**src/rtl/cls_pipe_adder_pkg.sv**
```systemverilog
// Shared definitions for the pipelined carry-select adder.
//   - default geometry (WIDTH/BLOCK/STAGES)
//   - slice_w(): bits resolved per pipeline stage
//   - cfg_ok():  geometry legality (WIDTH must split into whole blocks per stage)
// The stage-payload struct {a_rem, b_rem, sum_lo, carry, msb_cin, valid} depends on
// WIDTH, so it is declared inside cls_pipe_adder where that parameter is known.
package cls_pipe_adder_pkg;

  localparam int CLS_WIDTH_DEF  = 32;
  localparam int CLS_BLOCK_DEF  = 4;
  localparam int CLS_STAGES_DEF = 2;

  function automatic int slice_w(input int width, input int stages);
    return width / stages;
  endfunction

  function automatic bit cfg_ok(input int width, input int block, input int stages);
    return (stages >= 1) && (block >= 1) && ((width % (block * stages)) == 0);
  endfunction

endpackage

```
**src/rtl/cls_select_block.sv**
```systemverilog
// One carry-select block: adds a BLOCK-bit slice for both carry hypotheses in
// parallel and picks the result with the real incoming carry.
// Ports:
//   a, b     in   BLOCK  operand slices (b already inverted for subtract)
//   cin      in   1      carry into this block (selects the hypothesis)
//   sum      out  BLOCK  selected slice sum
//   cout     out  1      carry out of the block
//   msb_cin  out  1      carry into the block's top bit (for signed overflow)
module cls_select_block #(
  parameter int BLOCK = 4
) (
  input  logic [BLOCK-1:0] a,
  input  logic [BLOCK-1:0] b,
  input  logic             cin,
  output logic [BLOCK-1:0] sum,
  output logic             cout,
  output logic             msb_cin
);

  logic [BLOCK:0] r0;
  logic [BLOCK:0] r1;

  assign r0 = {1'b0, a} + {1'b0, b};
  assign r1 = {1'b0, a} + {1'b0, b} + {{BLOCK{1'b0}}, 1'b1};

  assign sum  = cin ? r1[BLOCK-1:0] : r0[BLOCK-1:0];
  assign cout = cin ? r1[BLOCK]     : r0[BLOCK];

  // sum bit = a ^ b ^ carry_in, so the carry into the top bit falls out directly.
  assign msb_cin = sum[BLOCK-1] ^ a[BLOCK-1] ^ b[BLOCK-1];

endmodule

```
**src/rtl/cls_pipe_adder.sv**
```systemverilog
// Pipelined carry-select adder/subtractor with a valid/ready stream interface.
// Stage k resolves bits [(k+1)*W/S-1 : k*W/S] using the carry registered by
// stage k-1; the operands travel down the pipe with the partial sum (skewed).
// Flow control is bubble-collapsing: a stage may load whenever it is empty or
// the stage after it is moving.
// Ports:
//   clk, rst            clock, synchronous active-high reset
//   in_valid/in_ready   operand handshake (a, b, carry_in, sub sampled on accept)
//   out_valid/out_ready result handshake (sum, carry_out, overflow)
//   sub                 1: a - b (b inverted, carry forced 1, carry_in ignored)
//   carry_out           carry out of MSB (sub: 1 = no borrow)
//   overflow            signed overflow (carry into MSB ^ carry out of MSB)
module cls_pipe_adder
  import cls_pipe_adder_pkg::*;
#(
  parameter int WIDTH  = CLS_WIDTH_DEF,
  parameter int BLOCK  = CLS_BLOCK_DEF,
  parameter int STAGES = CLS_STAGES_DEF
) (
  input  logic             clk,
  input  logic             rst,
  input  logic             in_valid,
  output logic             in_ready,
  input  logic [WIDTH-1:0] a,
  input  logic [WIDTH-1:0] b,
  input  logic             carry_in,
  input  logic             sub,
  output logic             out_valid,
  input  logic             out_ready,
  output logic [WIDTH-1:0] sum,
  output logic             carry_out,
  output logic             overflow
);

  localparam int SW = slice_w(WIDTH, STAGES);
  localparam int NB = SW / BLOCK;

  if (!cfg_ok(WIDTH, BLOCK, STAGES)) begin : g_cfg_err
    $error("cls_pipe_adder: WIDTH must be a multiple of BLOCK*STAGES");
  end

  typedef struct packed {
    logic [WIDTH-1:0] a_rem;
    logic [WIDTH-1:0] b_rem;
    logic [WIDTH-1:0] sum_lo;
    logic             carry;
    logic             msb_cin;
    logic             valid;
  } stage_t;

  stage_t              in_st;
  stage_t              last;
  logic [STAGES-1:0]   v;
  logic [STAGES:0]     rdy;

  // Subtract folds into the add: invert b once here and force the carry.
  always_comb begin
    in_st       = '0;
    in_st.valid = in_valid;
    in_st.a_rem = a;
    in_st.b_rem = sub ? ~b : b;
    in_st.carry = sub | carry_in;
  end

  always_comb begin
    rdy[STAGES] = out_ready;
    for (int k = STAGES - 1; k >= 0; k--) begin
      rdy[k] = ~v[k] | rdy[k+1];
    end
  end

  assign in_ready = rdy[0];

  for (genvar k = 0; k < STAGES; k++) begin : g_st
    stage_t        src;
    stage_t        st_d;
    stage_t        st_q;
    logic [NB:0]   c;
    logic [SW-1:0] s;
    logic [NB-1:0] mc;
    logic          unused_mc;

    if (k == 0) begin : g_first
      assign src = in_st;
    end else begin : g_next
      assign src = g_st[k-1].st_q;
    end

    // Blocks inside a stage chain through their selects, not through adders.
    assign c[0] = src.carry;
    for (genvar j = 0; j < NB; j++) begin : g_blk
      cls_select_block #(.BLOCK(BLOCK)) u_blk (
        .a       (src.a_rem[k*SW + j*BLOCK +: BLOCK]),
        .b       (src.b_rem[k*SW + j*BLOCK +: BLOCK]),
        .cin     (c[j]),
        .sum     (s[j*BLOCK +: BLOCK]),
        .cout    (c[j+1]),
        .msb_cin (mc[j])
      );
    end

    // Only the top block's MSB carry matters; in the last stage it is the word MSB.
    assign unused_mc = ^mc;

    always_comb begin
      st_d                   = src;
      st_d.sum_lo[k*SW +: SW] = s;
      st_d.carry             = c[NB];
      st_d.msb_cin           = mc[NB-1];
    end

    // Data only updates on a real transfer, so a drained pipe keeps the last result.
    always_ff @(posedge clk) begin
      if (rst) begin
        st_q <= '0;
      end else if (rdy[k]) begin
        if (src.valid) st_q <= st_d;
        else           st_q.valid <= 1'b0;
      end
    end

    assign v[k] = st_q.valid;
  end

  assign last = g_st[STAGES-1].st_q;

  logic unused_rem;
  assign unused_rem = ^{last.a_rem, last.b_rem};

  assign out_valid = last.valid;
  assign sum       = last.sum_lo;
  assign carry_out = last.carry;
  assign overflow  = last.carry ^ last.msb_cin;

endmodule
```
**config.mk**
```make
export PLATFORM = sky130hd
export DESIGN_NAME = cls_pipe_adder
export DESIGN_NICKNAME = d
export VERILOG_FILES = /design/src/rtl/cls_pipe_adder_pkg.sv /design/src/rtl/cls_select_block.sv /design/src/rtl/cls_pipe_adder.sv
export SDC_FILE = /design/constraint.sdc
export NUM_CORES = 1
export LEC_CHECK = 0
export BUFFER_PORTS_ARGS = -buffer_cell sky130_fd_sc_hd__buf_4
export CORE_ASPECT_RATIO = 0.8
export CORE_MARGIN = 2
export CORE_UTILIZATION = 55
export CTS_BUF_LIST = sky130_fd_sc_hd__clkbuf_4
export CTS_CLUSTER_SIZE = 14
export DETAILED_ROUTE_END_ITERATION = 16
export GPL_ROUTABILITY_DRIVEN = 0
export PLACE_DENSITY_LB_ADDON = 0.3
export SYNTH_ARGS = -nofsm -noshare
export SYNTH_HDL_FRONTEND = slang
export SYNTH_HIERARCHICAL = 1
export SYNTH_SLANG_ARGS = --single-unit
```
**constraint.sdc**
```tcl
create_clock -name clk -period 11.3 [get_ports clk]
set_clock_uncertainty 0.1 [all_clocks]
set_input_delay 1.13 -clock clk [delete_from_list [all_inputs] [get_ports clk]]
set_output_delay 1.13 -clock clk [all_outputs]
set_load 0.02 [all_outputs]
```
==> impl_metrics.ini, run 1 <==
[finish]
regArea_um2 = 1700
antenna_cells = 0
area_delta_synth_final_pct = 11.9
multi_input_area_um2 = 3780
drive_above_1_share_pct = 20.7
fill_cells = 854
fin_area_um2 = 6640
final_nets = 808

[worst_setup_path]
worstPathRequired_ns = 11.54
arrival_ns = 7.01
worst_setup_path_start_kind = primary input
end_kind = flop
crit_type = primary input to flop
path_max_fanout = 33

[route]
drt-pass1-iter-count = 4
vias_per_cell = 5.78
wire_per_inst_um = 15.7
drc = 0
drt_first_iter_violations = 281
finalWirelength_mm = 13.1
drtAntennaViolNets = 0
via_count = 4826

[status]
status = complete, no violations

[clock_network]
cts.sinks = 85
htreeDepth = 3
cts_setup_buffers = 0
clk_pin_slew_ns = 0.14
root_buffer = clkbuf_4
ctsLongestPathBuffers = 2
tritoncts = done
cts_buffers = 9
clk_latency_ns = 0.45
postCtsHoldBufs = 0
cts_resized = 0

[die]
ios = 106
die_width_um = 120
die-area_um2 = 11600
fp-row-count = 33
die_y_um = 96.9
initial_core_util_pct = 57.2
fp.coreArea_um2 = 10400

[logic_synthesis]
avgSynthCellArea_um2 = 9.24
synth_nets = 760
yosysWarnings = 6
syn-instance-count = 642
netlist_area_um2 = 5930

[sta]
period_minus_slack_ns = 6.77
worstMarginPinSlew_ns = 1.05
hold_viol_final = 0
setup_viol = 0
slew_viol_final = 0
rsz0062_at_grt = false
slew_headroom_pct = 29.6
fin_crit_sh_pct = 59.9
timing.fmax_ghz = 0.148
setup_tns_ns = 0

[power_and_ir_drop]
leakagePower_nw = 3.06
power.density_nw_per_um2 = 118
p_total_uw = 786
vdd_ir_drop_max_uv = 78.5

[placement]
io_buffers = 105
place_area_um2 = 6480
dp_hpwl_mm = 9.22

[grt]
antenna_found_initial = 0
grt_pass1_vias = 4700
grt_max_degree = 119
grt_overflow = 0
grt_pass1_wl_mm = 21.8
track_usage_pct = 22.7

[hold_path]
hold_class = flop to flop

[run]
max_cap_viol_count = 0
==> final timing paths <==
path / startpoint / endpoint / slack, ns / cells after the start
worst max-delay path: sub / g_st[0].st_q[2] / 4.53 / 19
worst min-delay path: sum[23] / sum[23] / 0.39 / 2
worst max register to register: g_st[0].st_q[83] / g_st[1].st_q[1] / 5.25 / 17
worst min register to register: sum[23] / sum[23] / 0.39 / 2
==> report_power, final <==
group	internal (mW)	total (mW)	leakage, nW	switching, mW
Combinational	0.124	0.251	2.27	0.127
Clock	0.0885	0.194	0.0833	0.106
Sequential	0.325	0.341	0.698	0.0158
==> metal layers <==
metal / up-vias / track usage (%) / share of wire [%]
met3: 21 / 4.30 / 4.6
met5: - / 0 / 0
li1: 2389 / - / -
met4: 0 / 6.24 / 1.5
met1: 2296 / 28.6 / 46
met2: 120 / 39.6 / 48
==> placed cells by master (no fill, tap or decap) <==
cell type / instances
and4_1: 8
nor3_1: 8
xnor2_1: 18
and3b_1: 8
buf_4: 109
o21ai_0: 34
nand3b_2: 1
nor4_1: 8
clkbuf_4: 9
dfxtp_1: 85
clkinv_4: 1
and3_1: 8
nor4bb_1: 8
fa_1: 8
a21o_1: 16
mux2i_1: 33
or2_2: 9
nand4_1: 8
xor2_1: 33
bufinv_16: 2
o32ai_1: 8
a21oi_1: 68
nor2_1: 8
xor3_1: 8
clkinv_1: 1
a211oi_1: 16
nand3_1: 34
mux2_2: 8
a21boi_0: 16
ha_1: 40
a21oi_4: 1
clkinvlp_4: 1
clkinv_2: 2
nand2b_1: 67
inv_1: 2
nor2b_2: 1
==> sequential cells by signal, indices dropped and copies added, names as in the netlist <==
name / flops
carry_out: 1
g_st.st_q: 51
out_valid: 1
sum: 32
==> layout make-up <==
class | count | area share [%]
clock buffers | 9 | 1.02
clock inverters | 7 | 1.36
inverters | 2 | 0.113
multi-input cells | 483 | 56.9
flip-flops and latches | 85 | 25.6
well taps | 140 | 2.64
repair buffers | 109 | 12.3
==> critical path, cell delays in order <==
cell and delay (ns):
buf_4 0.46, xor2_1 0.21, ha_1 0.20, fa_1 0.46, ha_1 0.23, and3_1 0.19, and4_1 0.19, nor4_1 0.74
and3_1 0.36, nor3_1 0.06, nor4_1 0.72, and3_1 0.35, nor3_1 0.06, nor4_1 0.73, and3_1 0.35, nor4bb_1 0.32
nor4_1 0.08, nand2b_1 0.08, mux2i_1 0.07
==> metrics by stage <==
stage	instances	setup WS, ns	hold slack (ns)	util (%)
floorplan	642	4.99	0.344	-
global placement	819	4.42	0.361	62.6
detailed placement	819	4.11	0.365	62.6
CTS	835	4.63	0.380	64.1
global route	835	4.14	0.392	64.1
finish	835	4.53	0.385	64.1
(Power assumes the default switching activity.)
==> run 2, diff against run 1 <==
- clock period: 11.3 -> 6.55 ns (I/O delays scaled with it)
==> run 2 against run 1 <==
  * Combinational power increased by 76%
  * Critical path type unchanged
  * Cell area grew 0.15%
  * Sequential share of layout area about the same
  * Non-clock buffer count up 3
  * Cell count increased by 0.12%
  * Flip-flop and latch count is the same
  * Register-to-register slack lost 4.3 ns
  * Highest routed layer unchanged
  * Critical path depth increased by 1
  * Routed wire length increased by 4.9%
  * Total power is 73% higher
  * Worst setup slack got worse by 3.7 ns
==> impl_metrics.ini, run 2 (same netlist as run 1, synthesis figures left out) <==
[finish]
antenna_cells = 0
fill_cells = 851
instances_no_fill = 836
layout_common_cells = buf_4, dfxtp_1, a21oi_1, nand2b_1, ha_1
area_delta_synth_final_pct = 12.1
mostFrequentLayoutCell = buf_4
largest_register_ffs = 51
drive_above_1_share_pct = 21.0
largest-register = g_st.st_q
final_nets = 811

[worst_setup_path]
crit_buf_inv = 2
cpLargestDelayFamily = simple AND/OR/NAND/NOR gates
path_max_fanout = 5
ff2ff_path_depth = 18
worst-path-stages = 20
path_cells = buf_4 -> xor2_1 -> ha_1 -> fa_1 -> ha_1 -> and3_1 -> and4_1 -> nor4_1 -> and3_1 -> nor4bb_1 -> nor4_1 -> buf_4 -> and3_1 -> and4_1 -> nor4_1 -> and3_1 -> nor4bb_1 -> nor4_1 -> nand2b_1 -> mux2i_1
critPathMaxStageDelay_ns = 0.73
startpoint = sub
slowest_stage = nor4_1
crit_end = g_st[0].st_q[2]
worstPathRequired_ns = 6.78
reg2reg_to = g_st[1].st_q[1]
arrival_ns = 5.99
end_kind = flop
crit_type = primary input to flop
rr_startpoint = g_st[0].st_q[51]
r2r_setup_slack_ns = 0.91
worst_setup_path_start_kind = primary input

[sta]
timing.fmax_ghz = 0.173
setup_slack_ns = 0.785
hold_viol_final = 0
fin_crit_sh_pct = 88.0
worstMarginPinSlew_ns = 0.985
slew_headroom_pct = 34.3
setup_tns_ns = 0
period_minus_slack_ns = 5.77
slew_viol_final = 0
rsz0062_at_grt = false
setup_viol = 0

[route]
finalWirelength_mm = 13.7
drtAntennaViolNets = 0
drc = 0
drt_first_iter_violations = 256
wire_per_inst_um = 16.4
vias_per_cell = 5.78
drt-pass1-iter-count = 7
via_count = 4831

[clock_network]
cts_setup_buffers = 0
clk_latency_ns = 0.45
root_buffer = clkbuf_4
cts_buffers = 9
ctsLongestPathBuffers = 2
cts.sinks = 85
tritoncts = done
postCtsHoldBufs = 0
cts_resized = 0
clk_pin_slew_ns = 0.13
htreeDepth = 3

[grt]
grt_pass1_vias = 4764
track_usage_pct = 23.9
antenna_found_initial = 0
grt_max_degree = 119
grt_pass1_wl_mm = 22.7
grt_overflow = 0

[die]
fp.coreArea_um2 = 10400
die-area_um2 = 11600
die_y_um = 96.9
die_width_um = 120
initial_core_util_pct = 57.2
fp-row-count = 33
ios = 106

[hold_path]
hold_class = primary input to flop

[power_and_ir_drop]
leakagePower_nw = 3.06
vdd_ir_drop_max_uv = 155
power.density_nw_per_um2 = 204

[placement]
dp_hpwl_mm = 9.84
io_buffers = 105
dp_cells = 822
dpl_worst_slack_ns = 0.429

[run]
max_cap_viol_count = 0

[status]
status = complete, no violations
[run 2: power breakdown]
group	internal (mW)	switching [mW]
clock	0.149	0.176
combinational	0.218	0.224
sequential	0.561	0.0302
[run 2: worst register-to-register path, cell delays in order, from the launching register on]
cell	delay (ns)
dfxtp_1	0.36
ha_1	0.21
fa_1	0.49
ha_1	0.24
and3_1	0.20
and4_1	0.19
nor4_1	0.25
buf_4	0.19
and3_1	0.25
o32ai_1	0.11
nor4_1	0.69
and3_1	0.38
o32ai_1	0.11
nor4_1	0.67
nand4_1	0.25
xor3_1	0.46
xnor2_1	0.17
nand3_1	0.09
a21oi_1	0.16
[run 2: area by class of cell]
| cell class | count | area, um^2 | area share (%) |
|---|---|---|---|
| inverter | 2 | 7.51 | 0.113 |
| clock inverter | 5 | 77.6 | 1.17 |
| sequential | 85 | 1700 | 25.6 |
| timing repair buffer | 112 | 841 | 12.6 |
| multi-input combinational | 483 | 3780 | 56.8 |
| clock buffer | 9 | 67.6 | 1.02 |
| tap | 140 | 175 | 2.63 |
[run 2: worst min path at each step]
| stage | from | end | slack [ns] | depth (start not counted) |
|---|---|---|---|---|
| after floorplan | g_st[0].st_q[18] | sum[15] | 0.34 | 2 |
| after global placement | g_st[0].st_q[7] | g_st[0].st_q[7] | 0.36 | 2 |
| after detailed placement | g_st[0].st_q[18] | g_st[0].st_q[18] | 0.37 | 2 |
| after CTS | a[22] | g_st[0].st_q[89] | 0.33 | 3 |
| after global routing | a[22] | g_st[0].st_q[89] | 0.34 | 3 |
| final | a[22] | g_st[0].st_q[89] | 0.36 | 3 |
[run 2: per-layer routing]
layer | share of wire (%) | GRT usage (%)
met1 | 45 | 30.5
met2 | 49 | 40.2
met3 | 4.5 | 4.60
met4 | 1.6 | 8.05
met5 | 0 | 0
[run 2: metrics by stage]
step	instance area, um^2	hold slack [ns]	total power, mW	utilization (%)
after global placement	6510	0.360	1.01	62.8
final	6650	0.363	1.36	64.2
after detailed placement	6510	0.369	1.04	62.8
after global routing	6650	0.339	1.44	64.2
after CTS	6650	0.335	1.36	64.2
after floorplan	5930	0.344	0.925	-
==> run 3, diff against run 2 <==
- CORE_UTILIZATION: 55 -> 30
- SLEW_MARGIN: not set -> 20
==> run 3 against run 2 <==
  * First-iteration DRC count down 7.4%
  * Critical path type is now flop to flop
  * Clock power down 8.0%
  * Cell area up 2.8%
  * Critical path depth down 1
  * Sequential share of layout area down 0.71 points
  * Flip-flop and latch count unchanged
  * Fmax up 13%
  * Register-to-register slack better by 0.55 ns
==> impl_metrics.ini, run 3 (same netlist as run 1, synthesis figures left out) <==
[status]
status = complete, no violations

[clock_network]
ctsLongestPathBuffers = 2
cts_buffers = 9
htreeDepth = 3
postCtsHoldBufs = 0
cts.sinks = 85
root_buffer = clkbuf_4
clk_latency_ns = 0.43
cts_setup_buffers = 0
clk_pin_slew_ns = 0.13
cts_resized = 0
tritoncts = done

[placement]
io_buffers = 105
dp_hpwl_mm = 9.94
dp_cells = 943

[sta]
rsz0062_at_grt = false
period_minus_slack_ns = 5.09
timing.fmax_ghz = 0.196
hold_viol_final = 0
setup_tns_ns = 0
fin_crit_sh_pct = 77.8
setup_viol = 0
worstMarginPinSlew_ns = 1.06
slew_headroom_pct = 28.9
slew_viol_final = 0

[finish]
instances_no_fill = 961
final_nets = 815
largest_register_ffs = 51
mostFrequentLayoutCell = buf_4
largest-register = g_st.st_q
area_delta_synth_final_pct = 15.3
drive_above_1_share_pct = 21.5
layout_common_cells = buf_4, dfxtp_1, a21oi_1, nand2b_1, ha_1

[die]
fp-row-count = 45
ios = 106
die_width_um = 161
initial_core_util_pct = 30.9
die-area_um2 = 20900
fp.coreArea_um2 = 19200
die_y_um = 130

[route]
wire_per_inst_um = 14.8
vias_per_cell = 4.88
drt-pass1-iter-count = 4
drtAntennaViolNets = 0
drc = 0
finalWirelength_mm = 14.3
drt_first_iter_violations = 237
via_count = 4694

[grt]
grt_max_degree = 119
grt_overflow = 0
antenna_found_initial = 0
grt_pass1_wl_mm = 23.1
track_usage_pct = 13.7
grt_pass1_vias = 4545

[worst_setup_path]
arrival_ns = 5.37
crit_type = flop to flop
critPathMaxStageDelay_ns = 0.64
worst_setup_path_start_kind = flop
end_kind = flop
worstPathRequired_ns = 6.83
rr_startpoint = g_st[0].st_q[83]
path_cells = ha_1 -> fa_1 -> ha_1 -> and3_1 -> and4_1 -> nor4_1 -> and3_1 -> nor4bb_1 -> nor4_1 -> buf_4 -> and3_1 -> and4_1 -> nor4_1 -> buf_4 -> nand4_1 -> xor3_1 -> xnor2_1 -> nand3_1 -> a21oi_1
ff2ff_path_depth = 19
slowest_stage = nor4_1
r2r_setup_slack_ns = 1.46
startpoint = g_st[0].st_q[83]
reg2reg_to = g_st[1].st_q[1]
path_max_fanout = 5

[power_and_ir_drop]
vdd_ir_drop_max_uv = 102
power.density_nw_per_um2 = 194
leakagePower_nw = 3.08

[run]
max_cap_viol_count = 0

[hold_path]
hold_depth = 3
hp-start = a[17]
hold_class = primary input to flop
min_to = g_st[0].st_q[84]
-- run 3: changes by cell type in the layout (fill, tap and decap cells not counted) --
cell        before  now
buf_4          112  115
bufinv_16        2    1
clkinvlp_4       1    3
diode_2          0    1
buf_16           0    1
clkinv_1         0    1
-- run 3: power breakdown --
part           internal [mW]  switching (mW)
registers              0.561          0.0286
logic                  0.220           0.216
clock network          0.114           0.186
total                  0.894           0.430
-- run 3: how the worst max path moves through the flow --
stage / cells after the start / to
2_1_floorplan: 20 / g_st[0].st_q[2]
3_3_place_gp: 22 / g_st[0].st_q[2]
3_5_place_dp: 22 / g_st[0].st_q[2]
4_1_cts: 19 / g_st[1].st_q[1]
5_1_grt: 19 / carry_out
6_report: 19 / g_st[1].st_q[1]
-- run 3: area by class of cell --
type	instances	area [um^2]
Inverter	2	7.51
Timing Repair Buffer	116	891
Multi-Input combinational cell	483	3780
Antenna cell	1	2.50
Sequential cell	85	1700
Tap cell	258	323
Fill cell	2007	12400
Clock inverter	7	66.3
Clock buffer	9	67.6
-- run 3: worst max-delay path: cells and delay by family (launching register included) --
kind | cells | cell delay (ns)
flops | 1 | 0.34
buf+inv | 2 | 0.34
xor+xnor | 2 | 0.57
simple gates | 11 | 2.59
fa+ha+maj | 3 | 0.96
compound gates | 1 | 0.12
-- run 3: per-stage QoR --
step	hold WS, ns	setup slack [ns]	cell area [um^2]	utilization (%)	power [mW]
global route	0.323	1.01	6840	35.6	1.43
floorplan	0.344	0.714	5930	-	0.925
CTS	0.348	1.43	6810	35.5	1.35
detailed placement	0.362	1.18	6680	34.8	1.04
finish	0.377	1.46	6840	35.6	1.32
global placement	0.361	1.30	6680	34.8	1.03
-- run 3: layer usage --
metal | track usage, % | routed length (um) | vias up
met1 | 19.0 | 7290 | 2220
met5 | 0 | 0 | -
met2 | 21.3 | 6110 | 74
met3 | 4.23 | 756 | 7
met4 | 2.68 | 106 | 0
li1 | - | - | 2393
